File: src/rtl/gbe_sched_pkg.sv
// Shared types and constants for the GbE TX stream scheduler.
package gbe_sched_pkg;

    typedef enum logic [1:0] {
        ST_IDLE = 2'd0,
        ST_XFER = 2'd1,
        ST_DROP = 2'd2,
        ST_GAP  = 2'd3
    } sched_state_t;

    localparam int MAX_WORDS_DEF = 1024;
    localparam int IP_W          = 32;
    localparam int PORT_W        = 16;

    // Round-robin start index that follows a grant to stream idx.
    function automatic int rr_next(input int idx, input int n);
        return ((idx + 1) >= n) ? 0 : (idx + 1);
    endfunction

endpackage

File: src/rtl/rr_arbiter.sv
// Combinational round-robin arbiter: the first requester at or after ptr wins.
module rr_arbiter #(
    parameter int N  = 4,
    parameter int IW = $clog2(N)
) (
    input  logic [N-1:0]  req,
    input  logic [IW-1:0] ptr,
    output logic [N-1:0]  gnt,
    output logic [IW-1:0] idx
);

    // Scan the request vector starting at ptr and wrapping; keep the first hit.
    always_comb begin
        logic          found_s;
        logic [IW-1:0] pos_s;
        gnt     = '0;
        idx     = '0;
        found_s = 1'b0;
        pos_s   = '0;
        for (int k = 0; k < N; k++) begin
            pos_s = IW'((int'(ptr) + k) % N);
            if (!found_s && req[pos_s]) begin
                found_s    = 1'b1;
                gnt[pos_s] = 1'b1;
                idx        = pos_s;
            end else begin
                found_s = found_s;
            end
        end
    end

endmodule

File: src/rtl/gbe_tx_sched.sv
// Schedules whole frames from NUM_SRC streams onto one GbE TX port,
// round-robin per frame, with oversize truncation and stall handling.
module gbe_tx_sched
    import gbe_sched_pkg::*;
#(
    parameter int NUM_SRC   = 4,
    parameter int DATA_W    = 64,
    parameter int MAX_WORDS = MAX_WORDS_DEF
) (
    input  logic                        user_clk,
    input  logic                        user_rst_n,
    input  logic [NUM_SRC-1:0]          src_valid,
    input  logic [NUM_SRC*DATA_W-1:0]   src_data,
    input  logic [NUM_SRC-1:0]          src_eof,
    output logic [NUM_SRC-1:0]          src_ready,
    input  logic [NUM_SRC-1:0]          cfg_enable,
    input  logic [NUM_SRC*IP_W-1:0]     cfg_dest_ip,
    input  logic [NUM_SRC*PORT_W-1:0]   cfg_dest_port,
    input  logic                        tx_afull,
    output logic                        tx_valid,
    output logic [DATA_W-1:0]           tx_data,
    output logic                        tx_end_of_frame,
    output logic [IP_W-1:0]             tx_dest_ip,
    output logic [PORT_W-1:0]           tx_dest_port,
    output logic [31:0]                 frame_cnt,
    output logic                        err_oversize,
    output logic [$clog2(NUM_SRC)-1:0]  cur_src
);

    localparam int IDX_W = $clog2(NUM_SRC);
    localparam int CNT_W = $clog2(MAX_WORDS + 1);
    localparam logic [NUM_SRC-1:0] ONE_HOT0 = {{(NUM_SRC-1){1'b0}}, 1'b1};

    sched_state_t       state_r;
    logic [IDX_W-1:0]   grant_r;
    logic [IDX_W-1:0]   ptr_r;
    logic [CNT_W-1:0]   word_cnt_r;

    logic [NUM_SRC-1:0] req_s;
    logic [NUM_SRC-1:0] arb_gnt_s;
    logic [IDX_W-1:0]   arb_idx_s;
    logic [NUM_SRC-1:0] grant_oh_s;
    logic [DATA_W-1:0]  sel_data_s;
    logic [IP_W-1:0]    lat_ip_s;
    logic [PORT_W-1:0]  lat_port_s;
    logic               sel_eof_s;
    logic               rdy_s;
    logic               xfer_s;
    logic               last_word_s;

    assign req_s   = src_valid & cfg_enable;
    assign cur_src = grant_r;

    rr_arbiter #(
        .N  (NUM_SRC),
        .IW (IDX_W)
    ) u_rr_arbiter (
        .req (req_s),
        .ptr (ptr_r),
        .gnt (arb_gnt_s),
        .idx (arb_idx_s)
    );

    // Ready for the granted stream only: stalls on afull in XFER, always open in DROP.
    always_comb begin
        rdy_s = 1'b0;
        case (state_r)
            ST_XFER: rdy_s = ~tx_afull;
            ST_DROP: rdy_s = 1'b1;
            default: rdy_s = 1'b0;
        endcase
    end

    // One-hot AND-OR muxes: granted stream data/eof, and destination of the new winner.
    always_comb begin
        grant_oh_s = ONE_HOT0 << grant_r;
        sel_data_s = '0;
        lat_ip_s   = '0;
        lat_port_s = '0;
        for (int i = 0; i < NUM_SRC; i++) begin
            sel_data_s = sel_data_s | (src_data[i*DATA_W +: DATA_W] & {DATA_W{grant_oh_s[i]}});
            lat_ip_s   = lat_ip_s   | (cfg_dest_ip[i*IP_W +: IP_W] & {IP_W{arb_gnt_s[i]}});
            lat_port_s = lat_port_s | (cfg_dest_port[i*PORT_W +: PORT_W] & {PORT_W{arb_gnt_s[i]}});
        end
        sel_eof_s   = |(src_eof & grant_oh_s);
        src_ready   = grant_oh_s & {NUM_SRC{rdy_s}};
        xfer_s      = |(src_valid & src_ready);
        last_word_s = (word_cnt_r == CNT_W'(MAX_WORDS - 1));
    end

    // Frame scheduler FSM with registered TX outputs and status counters.
    always_ff @(posedge user_clk) begin
        if (!user_rst_n) begin
            state_r         <= ST_IDLE;
            grant_r         <= '0;
            ptr_r           <= '0;
            word_cnt_r      <= '0;
            tx_valid        <= 1'b0;
            tx_data         <= '0;
            tx_end_of_frame <= 1'b0;
            tx_dest_ip      <= '0;
            tx_dest_port    <= '0;
            frame_cnt       <= 32'd0;
            err_oversize    <= 1'b0;
        end else begin
            case (state_r)
                ST_IDLE: begin
                    tx_valid        <= 1'b0;
                    tx_end_of_frame <= 1'b0;
                    if (|arb_gnt_s) begin
                        grant_r      <= arb_idx_s;
                        ptr_r        <= IDX_W'(rr_next(int'(arb_idx_s), NUM_SRC));
                        tx_dest_ip   <= lat_ip_s;
                        tx_dest_port <= lat_port_s;
                        word_cnt_r   <= '0;
                        state_r      <= ST_XFER;
                    end else begin
                        state_r <= ST_IDLE;
                    end
                end
                ST_XFER: begin
                    tx_valid <= xfer_s;
                    if (xfer_s) begin
                        tx_data    <= sel_data_s;
                        word_cnt_r <= word_cnt_r + CNT_W'(1);
                        if (sel_eof_s) begin
                            tx_end_of_frame <= 1'b1;
                            frame_cnt       <= frame_cnt + 32'd1;
                            state_r         <= ST_GAP;
                        end else if (last_word_s) begin
                            // Truncate: close the frame downstream, swallow the rest.
                            tx_end_of_frame <= 1'b1;
                            err_oversize    <= 1'b1;
                            frame_cnt       <= frame_cnt + 32'd1;
                            state_r         <= ST_DROP;
                        end else begin
                            tx_end_of_frame <= 1'b0;
                        end
                    end else begin
                        tx_end_of_frame <= 1'b0;
                    end
                end
                ST_DROP: begin
                    tx_valid        <= 1'b0;
                    tx_end_of_frame <= 1'b0;
                    if (xfer_s && sel_eof_s) begin
                        state_r <= ST_GAP;
                    end else begin
                        state_r <= ST_DROP;
                    end
                end
                default: begin
                    tx_valid        <= 1'b0;
                    tx_end_of_frame <= 1'b0;
                    state_r         <= ST_IDLE;
                end
            endcase
        end
    end

endmodule

File: config.mk
export PLATFORM = sky130hd
export DESIGN_NAME = gbe_tx_sched
export DESIGN_NICKNAME = d
export VERILOG_FILES = /design/src/rtl/gbe_sched_pkg.sv /design/src/rtl/rr_arbiter.sv /design/src/rtl/gbe_tx_sched.sv
export SDC_FILE = /design/constraint.sdc
export NUM_CORES = 1
export LEC_CHECK = 0
export CAP_MARGIN = 20
export CORE_AREA = 2 2 238 240
export CTS_BUF_LIST = sky130_fd_sc_hd__clkbuf_8
export CTS_CLUSTER_SIZE = 10
export DETAILED_ROUTE_END_ITERATION = 7
export DIE_AREA = 0 0 240 242
export DONT_BUFFER_PORTS = 1
export PLACE_DENSITY = 0.3
export SLEW_MARGIN = 20
export SYNTH_ARGS = -nofsm -noshare
export SYNTH_HDL_FRONTEND = slang
export SYNTH_SLANG_ARGS = --single-unit
File: constraint.sdc
create_clock -name user_clk -period 3.9 [get_ports user_clk]
set_clock_uncertainty 0.2 [all_clocks]
set_input_delay 0.585 -clock user_clk [delete_from_list [all_inputs] [get_ports user_clk]]
set_output_delay 0.585 -clock user_clk [all_outputs]
set_load 0.02 [all_outputs]
# --- Yosys cells after proc, flatten, opt, wreduce, memory -nomap -nowiden ---
# Cells that the tools add are included.
# W data, S select, Z words.
op_classes:
  addsub: 6
  n_reduce_logical: 25
  bitwise_logic: 30
  n_mux: 42
  shift: 1
  n_lt_le_gt_ge: 9
  eq_ne: 6
ops:
  columns: ["op", "count"]
  rows:
  - ["$and A64 B64 Y64", 4]
  - ["$or A64 B64 Y64", 3]
  - ["$and A32 B32 Y32", 4]
  - ["$or A32 B32 Y32", 3]
  - ["$and A16 B16 Y16", 4]
  - ["$mux W32", 2]
  - ["$or A16 B16 Y16", 3]
  - ["$add A32 B1 Y32 const B", 1]
  - ["$mux W11", 2]
  - ["$pmux W11 S2", 1]
  - ["$and A4 B4 Y4", 4]
  - ["$mux W2", 8]
  - ["$mux W4", 4]
  - ["$mux W1", 15]
  - ["$lt A2 B3 Y1 const B", 4]
  - ["$or A4 B4 Y4", 3]
  - ["$reduce_or A4 Y1", 3]
  - ["$add A11 B1 Y11 const B", 1]
  - ["$eq A11 B10 Y1 const B", 1]
  - ["$reduce_and A3 Y1", 3]
  - ["$bmux W1 S2", 4]
  - ["$demux W1 S2", 4]
  - ["$ge A2 B1 Y1 const B", 4]
  - ["$logic_and A1 B1 Y1", 8]
  - ["other kinds (17)", 26]
word_totals:
  input_bits: 463
  output_inout_bits: 153
  word_cells: 130
  regBits: 164

# --- Logic depth before layout (Yosys ltp) ---
# Gate-level depths: netlist of run 1.
depth:
  word_depth: 17
  ltp_mapped: 13
  depth_no_buf: 9

# --- Modules after synthesis ---
# From an unflattened synthesis of run 1, not the netlist that was laid out.
hier_totals:
  cells_unflattened: 1009
  hier_area_um2: 9207.6
by_module_without_submodules:
  columns: ["module", "seq_area_each_um2", "area_each_um2", "cells_per_inst", "n_inst"]
  rows:
  - ["gbe_tx_sched", 3283.1, 8803.4, 961, 1]
  - ["rr_arbiter", 0.0, 404.1, 48, 1]

# --- Worst setup path before layout of run 1 ---
# OpenSTA, ideal clock, no wires.
synth_path:
  path_type: "reg2reg"
  from: "register with a tool-made name"
  to: "register word_cnt_r[10]"
  path_stages_with_launch: 12
  n_path_buf: 3
  setup_ps: 70
  t_required_ps: 3630
  period_less_slack_ps: 2936
  arrival_ps: 2666
  slack_ps: 964
  path_cell_list: "dfxtp_1 buf_6 inv_2 ha_1 clkbuf_1 mux4_2 nor2b_4 a221o_1 a211oi_2 buf_6 or4_1 a21oi_1"
synth_lines:
  columns: ["element", "line_no", "text"]
  rows:
  - ["end signal, assigned", "gbe_tx_sched.sv:125", "word_cnt_r <= word_cnt_r + CNT_W'(1);"]
  - ["end, declared", "gbe_tx_sched.sv:37", "logic [CNT_W-1:0] word_cnt_r;"]

# --- Final worst setup path of run 1 ---
layout_path:
  from: "register ptr_r[1]"
  to: "register tx_dest_ip[23]"
layout_between:
  elab_chain_len: 16
  elab_cells_between_ends: 56
  classes_between: "3 x add/sub; 8 x order compare; 23 x mux; 10 x bitwise; 12 x reduce/logical"
layout_rtl:
  columns: ["element", "line_no", "text"]
  rows:
  - ["start, declared", "gbe_tx_sched.sv:36", "logic [IDX_W-1:0] ptr_r;"]
  - ["start signal, assigned", "gbe_tx_sched.sv:112", "ptr_r <= IDX_W'(rr_next(int'(arb_idx_s), NUM_SRC));"]
  - ["branches (longest 11 deep; another with $lt A2 B3 Y1)", null, null]
  - ["$mux W4 *", "rr_arbiter.sv:22", "if (!found_s && req[pos_s]) begin"]
  - ["$and A32 B32 Y32", "gbe_tx_sched.sv:82", "lat_ip_s = lat_ip_s | (cfg_dest_ip[i*IP_W +: IP_W] & {IP_W{arb_gnt_s[i]}});"]
  - ["$or A32 B32 Y32 (3 in a row)", "gbe_tx_sched.sv:82", null]
  - ["end signal, assigned", "gbe_tx_sched.sv:113", "tx_dest_ip <= lat_ip_s;"]
  - ["end, declared", "gbe_tx_sched.sv:23", "output logic [IP_W-1:0] tx_dest_ip,"]
# Every way passes the cells marked *. The select of a mux whose other input is x is not followed.
# A chain may end at the register's enable or synchronous reset.

==> impl.org, run 1 <==
** Outcome
- The run finished with clean final reports.

** Worst setup path
- Data required time at the worst endpoint :: 4150 ps
- Among cell families on the critical path, the largest total delay comes from buffers and inverters.
- Element type at the critical path start :: register
- Of all nets on the critical path, the largest fanout is 37.
- STA puts the critical path data arrival time at 3850 ps.
- Sequence of cells on the critical path :: inv_1 > ha_1 > and3_1 > mux2i_1 > nor3_2 > o21ai_0 > nand3_2 > buf_12 > a22oi_1 > a31oi_1 > dlygate4sd3_1
- The setup path with the least slack is of type reg -> reg.
- Endpoint class of the critical path :: register
- Worst Path Buf+Inv :: 3
- Among all stages on the critical path, the largest delay is contributed by sky130_fd_sc_hd__dlygate4sd3_1.
- For this run, the slowest stage of the critical path takes 560 ps.

** Synthesis
- In this run, synthesis produced a sequential element count of 164.
- After synthesis, the share of flip-flops with an asynchronous set or reset is 0%.
- After synthesis, the netlist uses 54 different library cells.
- Syn_nets :: 1481
- Syn Std Cell Area :: 9140 sq um
- Top-area cell type share of the netlist area :: 35.9%
- The share of the Yosys chip area taken by registers is 35.9%.
- Leading area contributor after synthesis :: sky130_fd_sc_hd__dfxtp_1
- Yosys mapped a number of flops with a built-in enable equal to 0.
- In this run the mean area of a mapped cell was 9.11 sq um.
- In the synthesized netlist the dominant register cell turns out to be sky130_fd_sc_hd__dfxtp_1.
- The Yosys step of the flow raised 0 warnings.
- Synthesis produced a netlist whose cell count is 1004.
- Leading post-synthesis cells by cell area :: sky130_fd_sc_hd__dfxtp_1, sky130_fd_sc_hd__mux4_2, sky130_fd_sc_hd__a22oi_1, sky130_fd_sc_hd__nand2_1, sky130_fd_sc_hd__a21oi_1

** Power
- LEAKAGE :: 0.00337 uW
- The internal power of the cells totals 3780 uW.
- For this design the ratio of total power to cell area is 583 nW/um^2.
- Psw :: 2860 uW
- Fraction of power consumed by combinational cells :: 45.9%
- The design draws 6640 uW.
- Maximum resistive drop on vdd :: 0.309 mV
- In this run, the clock network consumes 19.8% of the power.
- Sequential cells account for 34.3% of the total power.
- Switching portion of total power :: 43.1%

** Drt
- Number of DRC violations after detailed-routing iteration 0 :: 369
- In this run the remaining antenna-violating nets after routing total 0.
- Total via count in the routed design :: 8504
- Drt via density :: 4.65
- Routed wirelength normalized by instance count :: 22.2 um
- For this run, the detailed router's first-pass iteration total came to 5.
- After detailed routing, the number of remaining DRC violations is 0.
- Final Routed Wirelength :: 40.5 mm

** Job
- The tool flagged a number of max-cap violations equal to 0.

** Place
- Detailed placement ended at an HPWL of 30.2 mm.
- At the placement stage, the worst setup path has a slack of 394 ps.
- At the end of routability-driven placement, the weighted congestion stood at 0.848.
- Buffers placed on the I/O ports in this run total 0.
- Placed cells :: 1693

** Die
- Top Ports :: 616
- The floorplan has 87 rows.
- Initial Utilization :: 16.4%
- DIE AREA :: 58100 sq um
- From left edge to right edge, the die measures 240 um.
- The die is 242 um tall.
- Floorplan Core Area :: 55700 sq um

** Clock network
- Clock-pin slew was measured on the worst setup and hold paths at 100 ps.
- Number of sinks handled by clock tree synthesis :: 164
- TritonCTS Buffers :: 17
- The tree is rooted in a sky130_fd_sc_hd__clkbuf_8.
- Skew-Pair Late Insertion Delay :: 550 ps
- CTS Buffer Depth :: 2
- TritonCTS built the clock tree.
- The number of setup buffers added after CTS is 0.
- The clock tree synthesis step divided the H-tree into 4 levels.

** Final layout
- Cells with a size suffix above 1 make up 13.4% of the layout.
- Cells fill 20.5% of the core in the end.
- Leaving out fill and tap cells, the most frequent cell in the layout is sky130_fd_sc_hd__dfxtp_1.
- Total number of nets in the final design :: 1530
- From synthesis to final layout, the design area changed by 24.8%.
- Most frequent cells in the layout :: sky130_fd_sc_hd__dfxtp_1, sky130_fd_sc_hd__nand2_1, sky130_fd_sc_hd__a22oi_1
- Excluding fillers, the count of instances in the completed layout stands at 1827.

** Global routing
- Maximum number of pins on one net before global-route repair :: 97
- Global-route wire length before repair :: 56.8 mm
- Summed over all layers, the global routing overflow is 0.
- Via count of the first global-routing pass :: 8467
- Global routing consumed, over all layers together, 13.3% of the routing resources.
- The initial antenna violation count came to 14.

** Timing
- The worst pin sits at a relative slew slack of 51.3%.
- Fraction of the cycle the final worst path needs :: 92.4%
- Total negative setup slack :: 0 ps
- Final critical-path required period :: 3600 ps
- After layout, the worst setup slack is 297 ps.
- Setup repair after global routing left no endpoint under its margin.
- Slew at the pin with the worst max-slew slack :: 723 ps
- Final Setup Violations :: 0
- Hold Violations, Final :: 0
- Static timing analysis puts the maximum clock frequency at 0.278 GHz.
- Max-slew violation total from the final report :: 0

** Worst hold path
- The min-delay analysis places its worst path in the category in -> reg.
sequential cells by signal, summed over array words and instances, names as in the netlist, named ones only:
signal / count
word_cnt_r: 11
tx_dest_port: 16
tx_end_of_frame: 1
cur_src: 2
state_r: 2
tx_dest_ip: 32
err_oversize: 1
tx_data: 64
frame_cnt: 32
tx_valid: 1
ptr_r: 1
cells by family (layout without fill, tap and decap cells):
kind of cell | after synthesis | after routing | share of synthesized area (%)
buffers and inverters | 103 | 165 | 4.75
other | 0 | 5 | 0
adders and majority gates | 14 | 14 | 1.92
muxes | 74 | 74 | 17.5
xor gates and xnor gates | 26 | 26 | 2.49
and+or+nand+nor | 290 | 290 | 14.8
DFF | 164 | 164 | 35.9
AOI/OAI and AO/OA | 333 | 333 | 22.6
cell usage after synthesis, types with 3 or more instances:
cell                        count
sky130_fd_sc_hd__buf_1          9
sky130_fd_sc_hd__xor2_1         7
sky130_fd_sc_hd__or3_1          8
sky130_fd_sc_hd__mux2i_1        5
sky130_fd_sc_hd__nor2_1        40
sky130_fd_sc_hd__and4_1         5
sky130_fd_sc_hd__nand3_1       23
sky130_fd_sc_hd__nor4_1        13
sky130_fd_sc_hd__a21oi_1       95
sky130_fd_sc_hd__clkbuf_1      64
sky130_fd_sc_hd__nor2b_1        3
sky130_fd_sc_hd__or4_1         10
sky130_fd_sc_hd__and3_1         5
sky130_fd_sc_hd__ha_1          14
sky130_fd_sc_hd__a22oi_1       97
sky130_fd_sc_hd__o2bb2ai_1      3
sky130_fd_sc_hd__nor3_1         7
sky130_fd_sc_hd__inv_1         14
sky130_fd_sc_hd__o21ai_0       65
sky130_fd_sc_hd__dfxtp_1      164
sky130_fd_sc_hd__buf_2          8
sky130_fd_sc_hd__nand4_1        9
sky130_fd_sc_hd__o31ai_1        7
sky130_fd_sc_hd__a31oi_1       48
sky130_fd_sc_hd__and2_1         6
sky130_fd_sc_hd__nand2_1      152
sky130_fd_sc_hd__xnor2_1       19
sky130_fd_sc_hd__mux4_2        69
sky130_fd_sc_hd__buf_4          3
routing by layer:
layer	vias to the layer above	global-route usage [%]	routed length (um)	part of all wire (%)
li1	3909	-	-	-
met1	4034	14.8	15200	38
met2	476	23.4	20100	50
met3	73	4.65	3960	9.8
met4	12	4.66	1130	2.8
met5	-	0	77	0.19
worst register-to-register path: cells and delay by family, from the launching register on:
kind,cells,cell delay [ps]
mux,1,240
flops,1,430
buf+inv,3,1010
compound gates,3,590
simple gates,3,600
fa+ha+maj,1,430
final timing paths:
kind | start | end | slack (ps) | depth (start not counted)
setup / recovery | ptr_r[1] | tx_dest_ip[23] | 300 | 11
hold / removal | cfg_dest_port[23] | tx_dest_port[7] | 90 | 2
setup reg to reg | ptr_r[1] | tx_dest_ip[23] | 300 | 11
hold reg to reg | word_cnt_r[10] | word_cnt_r[10] | 280 | 2
power by group through the flow:
stage / Combinational [uW] / Clock, uW / Sequential, uW
2_1_floorplan: 2150 / 0 / 2240
3_3_place_gp: 2820 / 0 / 2330
3_5_place_dp: 2800 / 0 / 2320
4_1_cts: 3070 / 1430 / 2280
5_1_grt: 3360 / 1460 / 2300
6_report: 3050 / 1320 / 2280
final cells by class:
type | count | area (sq um)
fill | 6190 | 44300
multi-input combinational | 737 | 5480
sequential | 164 | 3290
timing repair buffer | 117 | 1230
tap | 756 | 946
clock buffer | 17 | 234
clock inverter | 15 | 146
inverter | 16 | 61.3
antenna | 5 | 12.5
per-stage QoR:
stage	hold WS [ps]	instance area, sq um
2_1_floorplan	248	9140
3_3_place_gp	267	10000
3_5_place_dp	266	10000
4_1_cts	0.254	11400
5_1_grt	33.7	11400
6_report	86.5	11400
timing repair:
item	CTS	global route
hold buffers	97	0
endpoints found under the hold margin	50	0
resized for setup	0	4
setup endpoints to repair	0	15
No activity file was read; power rests on OpenSTA's default activity.
==> run 2, diff against run 1 <==
Settings changed: CELL_PAD_IN_SITES_DETAIL_PLACEMENT set to 1, CELL_PAD_IN_SITES_GLOBAL_PLACEMENT set to 1, PLACE_DENSITY 0.3 to 0.38.
==> impl.org, run 2 (same netlist as run 1, synthesis figures left out) <==
** Worst hold path
- Min-Delay Startpoint :: cfg_dest_ip[42]
- Min-delay worst type :: in -> reg
- Cells on Worst Hold Path :: 2 (unchanged)
- The worst hold path terminates at tx_dest_ip[10].

** Power
- Pint :: 3730 uW (-1.3%)
- The leakage power is 0.00335 uW (-0.32%).
- The ratio of total power to cell area came to 595 nW/um^2 (+2.1%).
- The worst supply voltage drop on vdd came to 0.401 mV (+30%).
- The sequential share of power came to 35.3% (+1.0 points).
- The net load switching power was 2950 uW (+3.2%).
- Fraction of power consumed by combinational cells :: 45.2% (-0.7 points)
- The part of the total power dissipated in the clock network is 19.5% (-0.3 points).
- Switching portion of total power :: 44.1% (+1.1 points)

** Clock network
- TritonCTS Buffers :: 17 (unchanged)
- The worst-skew pair later-pin latency was 540 ps (about the same).
- Number of sinks handled by clock tree synthesis :: 164 (unchanged)
- CTS Buffer Depth :: 2 (unchanged)
- The count of H-tree levels built during CTS was 4 (unchanged).
- Clock-pin slew on the worst setup and hold paths :: 90 ps (about the same)
- Clock root buffer :: sky130_fd_sc_hd__clkbuf_8
- TritonCTS built the clock tree.

** Timing
- Total negative setup slack :: 0 ps (unchanged)
- The final critical path time including I/O delays and setup was 3630 ps (+21.7 ps).
- Highest achievable clock rate :: 0.276 GHz (-0.60%)
- Slew at the pin with the worst max-slew slack :: 854 ps (+131 ps)
- The relative max-transition margin is 43.1% (-8.2 points).
- The final max-slew violation count is 0 (unchanged).
- Unrepaired setup endpoints after global routing :: no
- The fraction of the cycle the final worst path needs is 93.0% (+0.56 points).
- The count of endpoints failing setup in the final report came to 0 (unchanged).
- Hold Violations, Final :: 0 (unchanged)

** Worst setup path
- Worst Reg-to-Reg Cells :: 11 (unchanged)
- The worst setup path is launched from a register.
- The register-to-register setup slack came to 270 ps (-20 ps).
- Worst Path Buf+Inv :: 3 (unchanged)
- The worst register-to-register path begins at ptr_r[1].
- Critical path fanouts, max :: 96 (+160%)
- Critical path's top delay family :: compound AO/OA/AOI/OAI gates
- By startpoint and endpoint, the worst setup path is classified as reg -> reg.
- FF-to-FF End :: tx_dest_ip[5]
- Traced cell by cell, the critical path runs through inv_1 > ha_2 > and3_1 > mux2i_1 > o21ai_0 > a221oi_2 > o2bb2ai_4 > clkbuf_16 > o21ai_0 > a31oi_1 > dlygate4sd3_1.
- Critical Path Stages :: 11 (unchanged)
- The largest incremental delay on the critical path came to 580 ps (+20 ps).
- The data arrival time of the critical path came to 3850 ps (about the same).
- The required time reported for the critical path endpoint is 4120 ps (-30 ps).
- Endpoint class of the critical path :: register
- Cell at the slowest stage of the critical path :: sky130_fd_sc_hd__dlygate4sd3_1
- Crit path top cell by count :: sky130_fd_sc_hd__o21ai_0

** Job
- Number of max-cap violations :: 0 (unchanged)

** Place
- The half-perimeter wire length after detailed placement was 31.9 mm (+5.5%).
- The global placement routability congestion is 0.884 (+4.4%).
- The count of input and output buffers was 0 (unchanged).

** Drt
- First-pass iteration count of the detailed router :: 5 (unchanged)
- The routed via count divided by cell count is 4.75 (+2.0%).
- Total via count in the routed design :: 8615 (+1.3%)
- Number of DRC violations after detailed-routing iteration 0 :: 361 (-2.2%)
- Final Routed Wirelength :: 42.8 mm (+5.7%)
- The detail-routed net length per standard cell came to 23.6 um (+6.5%).
- The DRC violation count after routing was 0 (unchanged).
- The count of nets left with antenna violations after detail routing was 0 (unchanged).

** Die
- Floorplan Core Area :: 55700 sq um (unchanged)
- Die height :: 242 um (unchanged)
- Die extent in x :: 240 um (unchanged)
- Initial Utilization :: 16.4% (unchanged)
- DIE AREA :: 58100 sq um (unchanged)
- Top Ports :: 616 (unchanged)
- Num rows :: 87 (unchanged)

** Final layout
- The number of nets in the layout was 1515 (-0.98%).
- Number of flip-flops in the largest register :: 64 (unchanged)
- The register with the most flip-flops in the final layout is tx_data.
- The share of cells above drive strength 1 was 14.5% (+1.0 points).
- The sequential standard cell area was 3290 sq um (unchanged).
- The combined area of the multi-input logic cells was 5530 sq um (+0.78%).
- The fill cell total of the finished layout is 6566 (+6.1%).
- Layout area overhead :: 23.0%
- Most frequent cells in the layout :: sky130_fd_sc_hd__dfxtp_1, sky130_fd_sc_hd__nand2_1, sky130_fd_sc_hd__a22oi_1
- Utilization after layout :: 20.2% (-0.29 points)
- Leading registers by flop count :: tx_data: 64 flops, frame_cnt: 32 flops, tx_dest_ip: 32 flops
- Leaving out fill and tap cells, the most frequent cell in the layout is sky130_fd_sc_hd__dfxtp_1.

** Global routing
- Initial antenna violation count :: 13 (-1)
- Via count of the first global-routing pass :: 9216 (+8.8%)
- Global-route wire length before repair :: 61.1 mm (+7.6%)
- The total global routing overflow came to 0 (unchanged).
- Global-route usage over all layers :: 14.2% (+0.84 points)
- The maximum number of pins on one net before global-route repair came to 97 (unchanged).

** Outcome
- The flow ran to the end, and the final reports show no timing, DRC or antenna violations.
[run 2: changes by cell type in the layout (fill, tap and decap cells not counted), moves of 3 or more]
cell,change
sky130_fd_sc_hd__dlygate4sd3_1,-21
sky130_fd_sc_hd__buf_12,-5
sky130_fd_sc_hd__nand3_4,+3
sky130_fd_sc_hd__buf_4,+8
[run 2: per-stage QoR]
stage	instance area [sq um]	setup WS (ps)	std cells	hold WS (ps)	total power, uW
after global routing	11200	39.0	1814	36.9	7190
final	11200	275	1814	87.0	6690
after global placement	9980	567	1696	261	5210
after floorplan	9140	964	1004	248	4400
after detailed placement	9980	469	1696	276	5230
after CTS	11100	30.0	1804	0.205	6770
[run 2: timing repair]
action                                 4_1_cts  5_1_grt
endpoints found under the hold margin       50        0
setup endpoints to repair                    0       13
setup buffers                                0        2
hold buffers                                76        0
resized for setup                            0       13
[run 2: per-layer routing]
metal / up-vias / wire [um] / global-route usage [%]
li1: 3878 / - / -
met1: 4263 / 16100 / 15.8
met2: 406 / 21300 / 24.2
met3: 58 / 4160 / 5.74
met4: 10 / 1150 / 5.19
met5: - / 61 / 0
[run 2: power groups by stage]
| stage | Sequential [uW] | Clock, uW | Combinational [uW] |
|---|---|---|---|
| final | 2360 | 1300 | 3020 |
| after global routing | 2390 | 1460 | 3350 |
| after CTS | 2380 | 1420 | 2970 |
| after detailed placement | 2420 | 0 | 2820 |
| after global placement | 2420 | 0 | 2800 |
| after floorplan | 2240 | 0 | 2150 |
[run 2: how the worst max path moves through the flow]
stage,startpoint,endpoint
floorplan,register,word_cnt_r[10]
global placement,ptr_r[1],tx_dest_port[4]
detailed placement,ptr_r[1],tx_dest_ip[11]
CTS,ptr_r[1],tx_dest_ip[5]
global route,ptr_r[1],tx_dest_ip[5]
finish,ptr_r[1],tx_dest_ip[5]
[run 2: layout make-up]
type,count,area share [%]
well taps,756,8.41
inverters,16,0.556
flip-flops and latches,164,29.3
clock inverters,13,1.08
repair buffers,101,9.05
diodes,7,0.156
multi-input cells,738,49.1
clock buffers,19,2.33
==> run 3, diff against run 2 <==
Settings changed: CAP_MARGIN 20 to not set.
==> results of run 3 <==
Final layout, timing and power as in run 2 (identical DEF).
